[src/rtl/npc_pkg.sv]
// Shared definitions for the npc core control path: opcodes, FSM state
// encodings and trap cause codes.
`timescale 1ns/1ps
package npc_pkg;

  localparam logic [6:0] OPC_LOAD      = 7'b0000011;
  localparam logic [6:0] OPC_STORE     = 7'b0100011;
  localparam logic [6:0] OPC_OP_IMM    = 7'b0010011;
  localparam logic [6:0] OPC_OP_IMM_32 = 7'b0011011;
  localparam logic [6:0] OPC_OP        = 7'b0110011;
  localparam logic [6:0] OPC_OP_32     = 7'b0111011;
  localparam logic [6:0] OPC_LUI       = 7'b0110111;
  localparam logic [6:0] OPC_AUIPC     = 7'b0010111;
  localparam logic [6:0] OPC_JAL       = 7'b1101111;
  localparam logic [6:0] OPC_JALR      = 7'b1100111;
  localparam logic [6:0] OPC_BRANCH    = 7'b1100011;
  localparam logic [6:0] OPC_SYSTEM    = 7'b1110011;

  localparam logic [31:0] EBREAK_INST = 32'h0010_0073;
  localparam logic [31:0] NOP_INST    = 32'h0000_0013;

  typedef logic [2:0] state_t;
  localparam state_t ST_FETCH  = 3'd0;
  localparam state_t ST_DECODE = 3'd1;
  localparam state_t ST_EXEC   = 3'd2;
  localparam state_t ST_MEM    = 3'd3;
  localparam state_t ST_WB     = 3'd4;
  localparam state_t ST_HALT   = 3'd5;
  localparam state_t ST_TRAP   = 3'd6;

  typedef logic [1:0] cause_t;
  localparam cause_t CAUSE_NONE     = 2'd0;
  localparam cause_t CAUSE_ILLEGAL  = 2'd1;
  localparam cause_t CAUSE_FETCH_TO = 2'd2;
  localparam cause_t CAUSE_LSU_TO   = 2'd3;

endpackage

[src/rtl/npc_ctrl_fsm_if.sv]
// Instruction-fetch and load/store handshakes between the control sequencer
// (master) and the memory side (slave).
`timescale 1ns/1ps
interface npc_ctrl_fsm_if;
  logic        ifetch_req;
  logic        ifetch_ack;
  logic [31:0] ifetch_rdata;
  logic        lsu_req;
  logic        lsu_we;
  logic        lsu_ack;

  modport master (
    output ifetch_req,
    input  ifetch_ack,
    input  ifetch_rdata,
    output lsu_req,
    output lsu_we,
    input  lsu_ack
  );

  modport slave (
    input  ifetch_req,
    output ifetch_ack,
    output ifetch_rdata,
    input  lsu_req,
    input  lsu_we,
    output lsu_ack
  );
endinterface

[src/rtl/npc_opc_class.sv]
// Combinational opcode classifier: legality, memory access, store and
// destination-register write for the major opcode field.
`timescale 1ns/1ps
module npc_opc_class
  import npc_pkg::*;
(
  input  logic [6:0] opcode,
  output logic       legal,
  output logic       is_mem,
  output logic       is_store,
  output logic       writes_rd
);

  always_comb begin
    legal     = 1'b0;
    is_mem    = 1'b0;
    is_store  = 1'b0;
    writes_rd = 1'b0;
    case (opcode)
      OPC_LOAD: begin
        legal     = 1'b1;
        is_mem    = 1'b1;
        writes_rd = 1'b1;
      end
      OPC_STORE: begin
        legal    = 1'b1;
        is_mem   = 1'b1;
        is_store = 1'b1;
      end
      OPC_BRANCH: legal = 1'b1;
      OPC_OP_IMM, OPC_OP_IMM_32, OPC_OP, OPC_OP_32,
      OPC_LUI, OPC_AUIPC, OPC_JAL, OPC_JALR: begin
        legal     = 1'b1;
        writes_rd = 1'b1;
      end
      // SYSTEM is deliberately absent: only the exact ebreak word is accepted
      default: legal = 1'b0;
    endcase
  end

endmodule

[src/rtl/npc_ctrl_fsm.sv]
// Multi-cycle FETCH/DECODE/EXEC/MEM/WB sequencer for the npc RV64 core, with
// ebreak halt, illegal-opcode trap and bus-timeout traps.
`timescale 1ns/1ps
module npc_ctrl_fsm
  import npc_pkg::*;
#(
  parameter int TIMEOUT_W = 4,
  parameter int TIMEOUT   = 15
) (
  input  logic                clk,
  input  logic                rst_n,
  npc_ctrl_fsm_if.master      bus,
  output logic [31:0]         ir,
  output logic                rf_we,
  output logic                pc_we,
  output logic [2:0]          state,
  output logic                halted,
  output logic                trap,
  output logic [1:0]          trap_cause,
  output logic [63:0]         instret
);

  logic [TIMEOUT_W-1:0] wait_cnt;
  state_t               state_nxt;
  cause_t               cause_nxt;
  logic                 opc_legal, opc_mem, opc_store, opc_wrd;
  logic                 timeout_hit;

  npc_opc_class u_opc_class (
    .opcode    (ir[6:0]),
    .legal     (opc_legal),
    .is_mem    (opc_mem),
    .is_store  (opc_store),
    .writes_rd (opc_wrd)
  );

  // The cycle that would take the counter to TIMEOUT is the trap cycle, so a
  // request waits TIMEOUT cycles in total; an ack in that cycle still wins.
  assign timeout_hit = (wait_cnt == TIMEOUT_W'(TIMEOUT - 1));

  always_comb begin
    state_nxt = state;
    cause_nxt = trap_cause;
    case (state)
      ST_FETCH: begin
        if (bus.ifetch_ack) begin
          state_nxt = ST_DECODE;
        end else if (timeout_hit) begin
          state_nxt = ST_TRAP;
          cause_nxt = CAUSE_FETCH_TO;
        end
      end
      ST_DECODE: begin
        if (ir == EBREAK_INST) begin
          state_nxt = ST_HALT;
        end else if (opc_legal) begin
          state_nxt = ST_EXEC;
        end else begin
          state_nxt = ST_TRAP;
          cause_nxt = CAUSE_ILLEGAL;
        end
      end
      ST_EXEC: state_nxt = opc_mem ? ST_MEM : ST_WB;
      ST_MEM: begin
        if (bus.lsu_ack) begin
          state_nxt = ST_WB;
        end else if (timeout_hit) begin
          state_nxt = ST_TRAP;
          cause_nxt = CAUSE_LSU_TO;
        end
      end
      ST_WB:   state_nxt = ST_FETCH;
      default: state_nxt = state;
    endcase
  end

  always_ff @(posedge clk) begin
    if (!rst_n) begin
      state      <= ST_FETCH;
      ir         <= NOP_INST;
      instret    <= 64'd0;
      trap_cause <= CAUSE_NONE;
      wait_cnt   <= '0;
    end else begin
      state      <= state_nxt;
      trap_cause <= cause_nxt;
      if (state == ST_FETCH && bus.ifetch_ack) begin
        ir <= bus.ifetch_rdata;
      end
      if (state_nxt != state) begin
        wait_cnt <= '0;
      end else if (state == ST_FETCH || state == ST_MEM) begin
        wait_cnt <= wait_cnt + TIMEOUT_W'(1);
      end
      // ebreak retires on its way into HALT; trapped instructions never retire
      if (state == ST_WB || (state == ST_DECODE && state_nxt == ST_HALT)) begin
        instret <= instret + 64'd1;
      end
    end
  end

  // Requests and strobes are forced low while reset is asserted
  assign bus.ifetch_req = rst_n && (state == ST_FETCH);
  assign bus.lsu_req    = rst_n && (state == ST_MEM);
  assign bus.lsu_we     = bus.lsu_req && opc_store;
  assign pc_we          = rst_n && (state == ST_WB);
  assign rf_we          = pc_we && opc_wrd && (ir[11:7] != 5'd0);
  assign halted         = (state == ST_HALT);
  assign trap           = (state == ST_TRAP);

endmodule

[src/flat_wrapper.sv]
// flat-port wrapper written by rule: the top's interface ports become plain ports
module npc_ctrl_fsm_flat import npc_pkg::*;
#(
  parameter int TIMEOUT_W = 4,
  parameter int TIMEOUT   = 15
)
  (clk, rst_n, ir, rf_we, pc_we, state, halted, trap, trap_cause, instret, bus_ifetch_req, bus_ifetch_ack, bus_ifetch_rdata, bus_lsu_req, bus_lsu_we, bus_lsu_ack);
  npc_ctrl_fsm_if bus_i ();
  input  logic clk;
  input  logic rst_n;
  output logic [31:0] ir;
  output logic rf_we;
  output logic pc_we;
  output logic [2:0] state;
  output logic halted;
  output logic trap;
  output logic [1:0] trap_cause;
  output logic [63:0] instret;
  output wire logic [$bits(bus_i.ifetch_req)-1:0] bus_ifetch_req;
  input wire logic [$bits(bus_i.ifetch_ack)-1:0] bus_ifetch_ack;
  input wire logic [$bits(bus_i.ifetch_rdata)-1:0] bus_ifetch_rdata;
  output wire logic [$bits(bus_i.lsu_req)-1:0] bus_lsu_req;
  output wire logic [$bits(bus_i.lsu_we)-1:0] bus_lsu_we;
  input wire logic [$bits(bus_i.lsu_ack)-1:0] bus_lsu_ack;
  assign bus_ifetch_req = bus_i.ifetch_req;
  assign bus_i.ifetch_ack = bus_ifetch_ack;
  assign bus_i.ifetch_rdata = bus_ifetch_rdata;
  assign bus_lsu_req = bus_i.lsu_req;
  assign bus_lsu_we = bus_i.lsu_we;
  assign bus_i.lsu_ack = bus_lsu_ack;
  npc_ctrl_fsm #(.TIMEOUT_W(TIMEOUT_W), .TIMEOUT(TIMEOUT)) u_core (.clk(clk), .rst_n(rst_n), .bus(bus_i), .ir(ir), .rf_we(rf_we), .pc_we(pc_we), .state(state), .halted(halted), .trap(trap), .trap_cause(trap_cause), .instret(instret));
endmodule
[config.mk]
export PLATFORM = sky130hd
export DESIGN_NAME = npc_ctrl_fsm_flat
export DESIGN_NICKNAME = d
export VERILOG_FILES = /design/src/rtl/npc_pkg.sv /design/src/rtl/npc_ctrl_fsm_if.sv /design/src/rtl/npc_opc_class.sv /design/src/rtl/npc_ctrl_fsm.sv /design/src/flat_wrapper.sv
export SDC_FILE = /design/constraint.sdc
export NUM_CORES = 1
export LEC_CHECK = 0
export CAP_MARGIN = 20
export CELL_PAD_IN_SITES_DETAIL_PLACEMENT = 1
export CELL_PAD_IN_SITES_GLOBAL_PLACEMENT = 2
export CORE_MARGIN = 8
export CORE_UTILIZATION = 27
export DETAILED_ROUTE_END_ITERATION = 8
export PLACE_DENSITY_LB_ADDON = 0.15
export SYNTH_ARGS = -nofsm -noshare
export SYNTH_HDL_FRONTEND = slang
export SYNTH_HIERARCHICAL = 1
export SYNTH_SLANG_ARGS = --single-unit
[constraint.sdc]
create_clock -name clk -period 3.25 [get_ports clk]
set_clock_uncertainty 0.15 [all_clocks]
set_input_delay 0.65 -clock clk [delete_from_list [all_inputs] [get_ports clk]]
set_output_delay 0.65 -clock clk [all_outputs]
set_load 0.01 [all_outputs]
==> results of run 1 <==
[layout by cell type, fill, tap and decap left out, drive strengths merged, types with 10 or more instances in the layout]
master         synthesis  final
or3                   24     24
and4                  12     12
o21ai                 31     31
inv                   11     11
and3                  14     14
nor3                  16     16
dfxtp                105    105
nand4                 14     14
a21oi                 71     71
and2                  11     11
clkdlybuf4s50          0    143
or4                   10     10
clkbuf                29     10
nand2                 95     95
o2111ai               17     17
nor2                  52     52
o211ai                11     11
xor2                  25     25
nand3                 22     22
buf                    7     17
[where the power goes]
group          total, mW  switching [mW]  internal, mW
Clock               1.19           0.499         0.692
Sequential          1.52           0.122          1.40
Combinational       1.09           0.615         0.478
Total               3.81            1.24          2.57
[per-layer routing]
layer	vias to the layer above	routed length (µm)	part of all wire (%)	GRT usage (%)
met5	-	0	0	0
met4	0	231	1.3	4.62
met3	17	1610	8.9	6.42
met2	124	8480	47	25.4
met1	2536	7830	43	17.4
li1	2556	-	-	-
[final timing paths]
| check | startpoint | to | slack (ns) |
|---|---|---|---|
| setup / recovery | u_core/ir[6]$_SDFFE_PN0P_ | bus_lsu_we | 0.11 |
| hold / removal | u_core/ir[20]$_SDFFE_PN0P_ | u_core/ir[20]$_SDFFE_PN0P_ | 0.32 |
| setup reg to reg | u_core/ir[15]$_SDFFE_PN0P_ | u_core/instret[61]$_SDFFE_PN0P_ | 0.49 |
| hold reg to reg | u_core/ir[20]$_SDFFE_PN0P_ | u_core/ir[20]$_SDFFE_PN0P_ | 0.32 |
[registers in the layout (all words and copies together) (netlist names)]
register           flops
u_core/trap_cause      2
u_core/state           3
u_core/ir             32
u_core/instret        64
u_core/wait_cnt        4
[worst max-delay path, stage by stage, from the launching register on]
cell             delay [ns]
dfxtp_1                0.38
or4_1                  0.54
nor2_2                 0.21
and2_1                 0.15
and2_1                 0.16
clkdlybuf4s50_1        0.56
[per-stage QoR]
stage          power [mW]  hold WS [ns]
2_1_floorplan        2.15         0.338
3_3_place_gp         2.64         0.308
3_5_place_dp         2.66         0.319
4_1_cts              3.89         0.331
5_1_grt              4.06         0.352
6_report             3.81         0.321
[final cells by class]
class	instances	area, µm²
clock inverter	5	80.1
timing repair buffer	160	1570
inverter	11	41.3
multi-input combinational	484	2830
fill	2208	11500
sequential	105	2100
tap	234	293
clock buffer	10	239
[cells by family after synthesis]
family	count (synthesis)
DFF	105
xor gates and xnor gates	32
adders and majority gates	3
muxes	1
and+or+nand+nor	290
buffers and inverters	47
AOI/OAI and AO/OA	158
==> results.py, run 1 <==
metrics = {
    "sta": {
        "rsz0062_at_grt": "no",
        "period_needed_ns": 3.14,
        "hold_viol_final": 0,
        "worst_slack_ns": 0.113,
        "slew_headroom_pct": 47.0,
        "max_freq_mhz": 319,
        "finalSetupViolCount": 0,
        "tns_ns": 0,
        "fin_crit_sh_pct": 96.5,
        "tightest_slew_ns": 0.795,
        "drv_slew": 0,
    },
    "place": {
        "post_dp_cell_area_um2": 6840,
        "post-place-ws_ns": 0.195,
        "dpl.hpwl_um": 13500,
        "gp_congestion": 0.769,
        "dp_cells": 994,
        "port-buffer-count": 143,
    },
    "clock_network": {
        "postCtsSetupRepairBufs": 0,
        "clk_pin_slew_ns": 0.07,
        "clk_latency_ns": 0.35,
        "cts.repair.resized": 0,
        "cts.sinks": 105,
        "cts_hold_buf": 0,
        "clock-root-buffer": "clkbuf_16",
        "cts_buffers": 9,
        "clk_path_buf_depth": 2,
        "cts_max_level": 3,
        "cts_tree": "built",
    },
    "synth": {
        "syn_inst": 636,
        "muxShareOfSynthArea_pct": 0.196,
        "synthesis.nets": 675,
        "synthTopCellsByArea": "dfxtp_1 41%, nand2_1 7.0%, a21oi_1 6.9%, xor2_1 4.3%, nor2_1 3.7%",
        "synth_ff_type": "dfxtp_1",
        "synthTopCellsByCount": "105 x dfxtp_1, 95 x nand2_1, 71 x a21oi_1, 50 x nor2_1, 30 x o21ai_0",
        "ys_warn_count": 6,
        "synth_edf_count": 0,
        "synth_xor_area_share_pct": 5.48,
        "synth.distinct_cells": 54,
        "synth.avg_cell_area_um2": 8.05,
        "synth_top_area_cell": "dfxtp_1",
        "async_reset_ff_share_pct": 0,
        "syn_area_um2": 5120,
        "synth_top_area_share_pct": 41.1,
        "synth_compound_area_share_pct": 19.5,
        "synth-seq-cells": 105,
        "yosysSeqAreaShare_pct": 41.1,
        "synth_top_family_by_area": "simple AND/OR/NAND/NOR gates",
        "synthAdderAreaFrac_pct": 0.733,
        "yosysMostFrequentCell": "dfxtp_1",
        "synthSimpleGateAreaFrac_pct": 29.3,
    },
    "grt": {
        "antenna_found_initial": 0,
        "grt_pass1_vias": 5531,
        "grt_pass1_wl_um": 29400,
        "grt_max_degree": 67,
        "grt_usage_pct": 15.2,
        "grt_overflow": 0,
    },
    "cells_and_area": {
        "finish.utilization_pct": 38.4,
        "stdcell_area_um2": 7150,
        "drive_gt1_share_pct": 6.19,
        "area_delta_synth_final_pct": 39.8,
        "num_antenna_cells": 0,
        "fin_cells": 1009,
        "fin_nets": 810,
    },
    "setup_path": {
        "path_class": "register to primary output",
        "crit_arrival_ns": 2.34,
        "reg2reg_depth": 7,
        "crit_path_start_kind": "register",
        "crit_required_ns": 2.45,
        "cp_max_fo": 8,
        "end_kind": "primary output",
    },
    "floorplan": {
        "core.rowCount": 50,
        "dieWidth_um": 154,
        "dieArea_um2": 23600,
        "core_um2": 18600,
        "start_util_pct": 27.5,
        "ios": 144,
        "die_y_um": 154,
    },
    "outcome": {
        "outcome": "finished, final reports clean",
    },
    "route": {
        "drtIter0Drc": 171,
        "firstDrtPassIters": 4,
        "routed_wl_um": 18200,
        "dr_total_vias": 5233,
        "avgViaCountPerCell": 5.19,
        "drcViolationCount": 0,
        "post_drt_wl_per_cell_um": 18.0,
        "drtAntennaViolNets": 0,
    },
    "power": {
        "vdd_ir_drop_max_mv": 0.260,
        "powerDensity_nw_per_um2": 532,
        "leakage_nw": 2.37,
    },
    "flow_run": {
        "cap_violations": 0,
    },
    "worst_hold_path": {
        "hp-class": "register to register",
        "hold_depth": 2,
    },
}
(Power assumes the default switching activity.)
==> run 2: changes to the inputs <==
--- a/config.mk
+++ b/config.mk
@@ -8,10 +8,11 @@
 export CAP_MARGIN = 20
 export CELL_PAD_IN_SITES_DETAIL_PLACEMENT = 1
 export CELL_PAD_IN_SITES_GLOBAL_PLACEMENT = 2
-export CORE_MARGIN = 8
+export CORE_MARGIN = 3
 export CORE_UTILIZATION = 27
 export DETAILED_ROUTE_END_ITERATION = 8
 export PLACE_DENSITY_LB_ADDON = 0.15
+export REMOVE_ABC_BUFFERS = 1
 export SYNTH_ARGS = -nofsm -noshare
 export SYNTH_HDL_FRONTEND = slang
 export SYNTH_HIERARCHICAL = 1
==> run 2 against run 1 <==
  * First-iteration DRC count up 30%
  * Sequential power about the same
  * Clock power down 8%
  * Total power down 2.4%
  * Worst setup slack better by 0.021 ns
  * Maximum frequency up 0.67%
  * Worst hold slack better by 0.0076 ns
  * Via count down 0.50%
  * Largest power group unchanged
==> results.py, run 2 (synthesis gave the netlist of run 1 again) <==
metrics = {
    "cells_and_area": {
        "reg.largest.list": "u_core/instret x64, u_core/ir x32, u_core/wait_cnt x4",
        "num_antenna_cells": 0,
        "fillCellCount": 2165,
        "layout_common_cells": "143 x clkdlybuf4s50_1, 105 x dfxtp_1, 95 x nand2_1",
        "final_common_cell": "clkdlybuf4s50_1",
        "drive_gt1_share_pct": 6.07,
        "largest_register": "u_core/instret",
        "stdcell_area_um2": 7120,
        "regArea_um2": 2100,
        "multiInputGateArea_um2": 2830,
        "largest_reg_flops": 64,
        "fin_cells": 1003,
        "area_delta_synth_final_pct": 39.0,
        "fin_nets": 808,
        "finish.utilization_pct": 39.0,
    },
    "floorplan": {
        "die_y_um": 144,
        "dieArea_um2": 20600,
        "core.rowCount": 49,
        "dieWidth_um": 144,
        "start_util_pct": 28.0,
        "core_um2": 18300,
        "ios": 144,
    },
    "clock_network": {
        "clk_latency_ns": 0.36,
        "cts_max_level": 3,
        "cts.sinks": 105,
        "cts_hold_buf": 0,
        "cts_tree": "built",
        "clk_pin_slew_ns": 0.08,
        "cts.repair.resized": 0,
        "clk_path_buf_depth": 2,
        "postCtsSetupRepairBufs": 0,
        "cts_buffers": 9,
        "clock-root-buffer": "clkbuf_16",
    },
    "sta": {
        "fin_crit_sh_pct": 95.9,
        "finalSetupViolCount": 0,
        "worst_slack_ns": 0.134,
        "period_needed_ns": 3.12,
        "drv_slew": 0,
        "hold_viol_final": 0,
        "tightest_slew_ns": 0.655,
        "rsz0062_at_grt": "no",
        "max_freq_mhz": 321,
        "slew_headroom_pct": 56.3,
        "hold_ws_ns": 0.329,
        "tns_ns": 0,
    },
    "flow_run": {
        "cap_violations": 0,
    },
    "setup_path": {
        "crit_path_start_kind": "register",
        "end_kind": "primary output",
        "crit_arrival_ns": 2.32,
        "crit_start": "u_core/ir[4]$_SDFFE_PN1P_",
        "path_class": "register to primary output",
        "crit_required_ns": 2.45,
        "cp_max_fo": 7,
        "ff2ff_setup_slack_ns": 0.54,
        "timing.rr.start": "u_core/ir[15]$_SDFFE_PN0P_",
        "r2r-end": "u_core/instret[52]$_SDFFE_PN0P_",
        "reg2reg_depth": 7,
    },
    "place": {
        "post-place-ws_ns": 0.214,
        "gp_congestion": 0.741,
        "dp_cells": 987,
        "port-buffer-count": 143,
        "dpl.hpwl_um": 12700,
        "post_dp_cell_area_um2": 6830,
    },
    "route": {
        "routed_wl_um": 17600,
        "firstDrtPassIters": 6,
        "post_drt_wl_per_cell_um": 17.6,
        "drcViolationCount": 0,
        "drtAntennaViolNets": 0,
        "drtIter0Drc": 222,
        "dr_total_vias": 5207,
        "avgViaCountPerCell": 5.19,
    },
    "power": {
        "leakage_nw": 2.36,
        "combPwrFrac_pct": 29.6,
        "internal_power_mw": 2.43,
        "seqPwrFrac_pct": 40.9,
        "powerDensity_nw_per_um2": 522,
        "power.switching_mw": 1.28,
        "power_mw": 3.71,
        "vdd_ir_drop_max_mv": 0.258,
        "pwr-share-clk_pct": 29.5,
        "power.share.switching_pct": 34.5,
    },
    "grt": {
        "antenna_found_initial": 0,
        "grt_use_met3_pct": 5.96,
        "use_met2_pct": 30.2,
        "grt_usage_pct": 17.3,
        "grt_use_met1_pct": 20.7,
        "grt_pass1_wl_um": 28900,
        "grt_overflow": 0,
        "grt_max_degree": 51,
        "grt_pass1_vias": 5571,
        "grt.busiest_layer": "met2",
    },
    "worst_hold_path": {
        "hold_end": "u_core/ir[28]$_SDFFE_PN0P_",
        "worstHoldStart": "u_core/ir[28]$_SDFFE_PN0P_",
        "hold_depth": 2,
        "hp-class": "register to register",
    },
    "outcome": {
        "outcome": "finished, final reports clean",
    },
}
[run 2: worst max-delay path by stage]
stage / end / slack (ns) / cells after the start
global route: rf_we / 0.02 / 5
detailed placement: rf_we / 0.21 / 6
floorplan: u_core/instret[51]$_SDFFE_PN0P_ / -0.22 / 5
global placement: rf_we / 0.22 / 6
finish: bus_lsu_we / 0.13 / 5
CTS: bus_lsu_we / 0.14 / 5
[run 2: power groups by stage]
stage / logic (mW) / registers [mW] / clock network [mW]
finish: 1.10 / 1.52 / 1.09
global route: 1.23 / 1.54 / 1.19
CTS: 1.12 / 1.52 / 1.14
detailed placement: 1.11 / 1.55 / 0
global placement: 1.09 / 1.54 / 0
floorplan: 0.500 / 1.60 / 0
[run 2: metal layers]
metal  vias up  wire length (µm)  part of all wire [%]
met4         0               175                  0.99
li1       2557                 -                     -
met1      2529              7760                    44
met5         -                 0                     0
met2       108              8510                    48
met3        13              1180                   6.7
[run 2: final cells by class]
type	instances	share of cell area, %
inverter	11	0.580
sequential	105	29.5
multi-input combinational	484	39.7
clock inverter	6	0.721
clock buffer	10	3.36
tap	229	4.03
timing repair buffer	158	22.0
[run 2: worst max-delay path, stage by stage, from the launching register on]
cell             delay, ns
dfxtp_1               0.37
or4_1                 0.55
nor2_2                0.20
and2_1                0.17
and2_1                0.13
clkdlybuf4s50_1       0.54
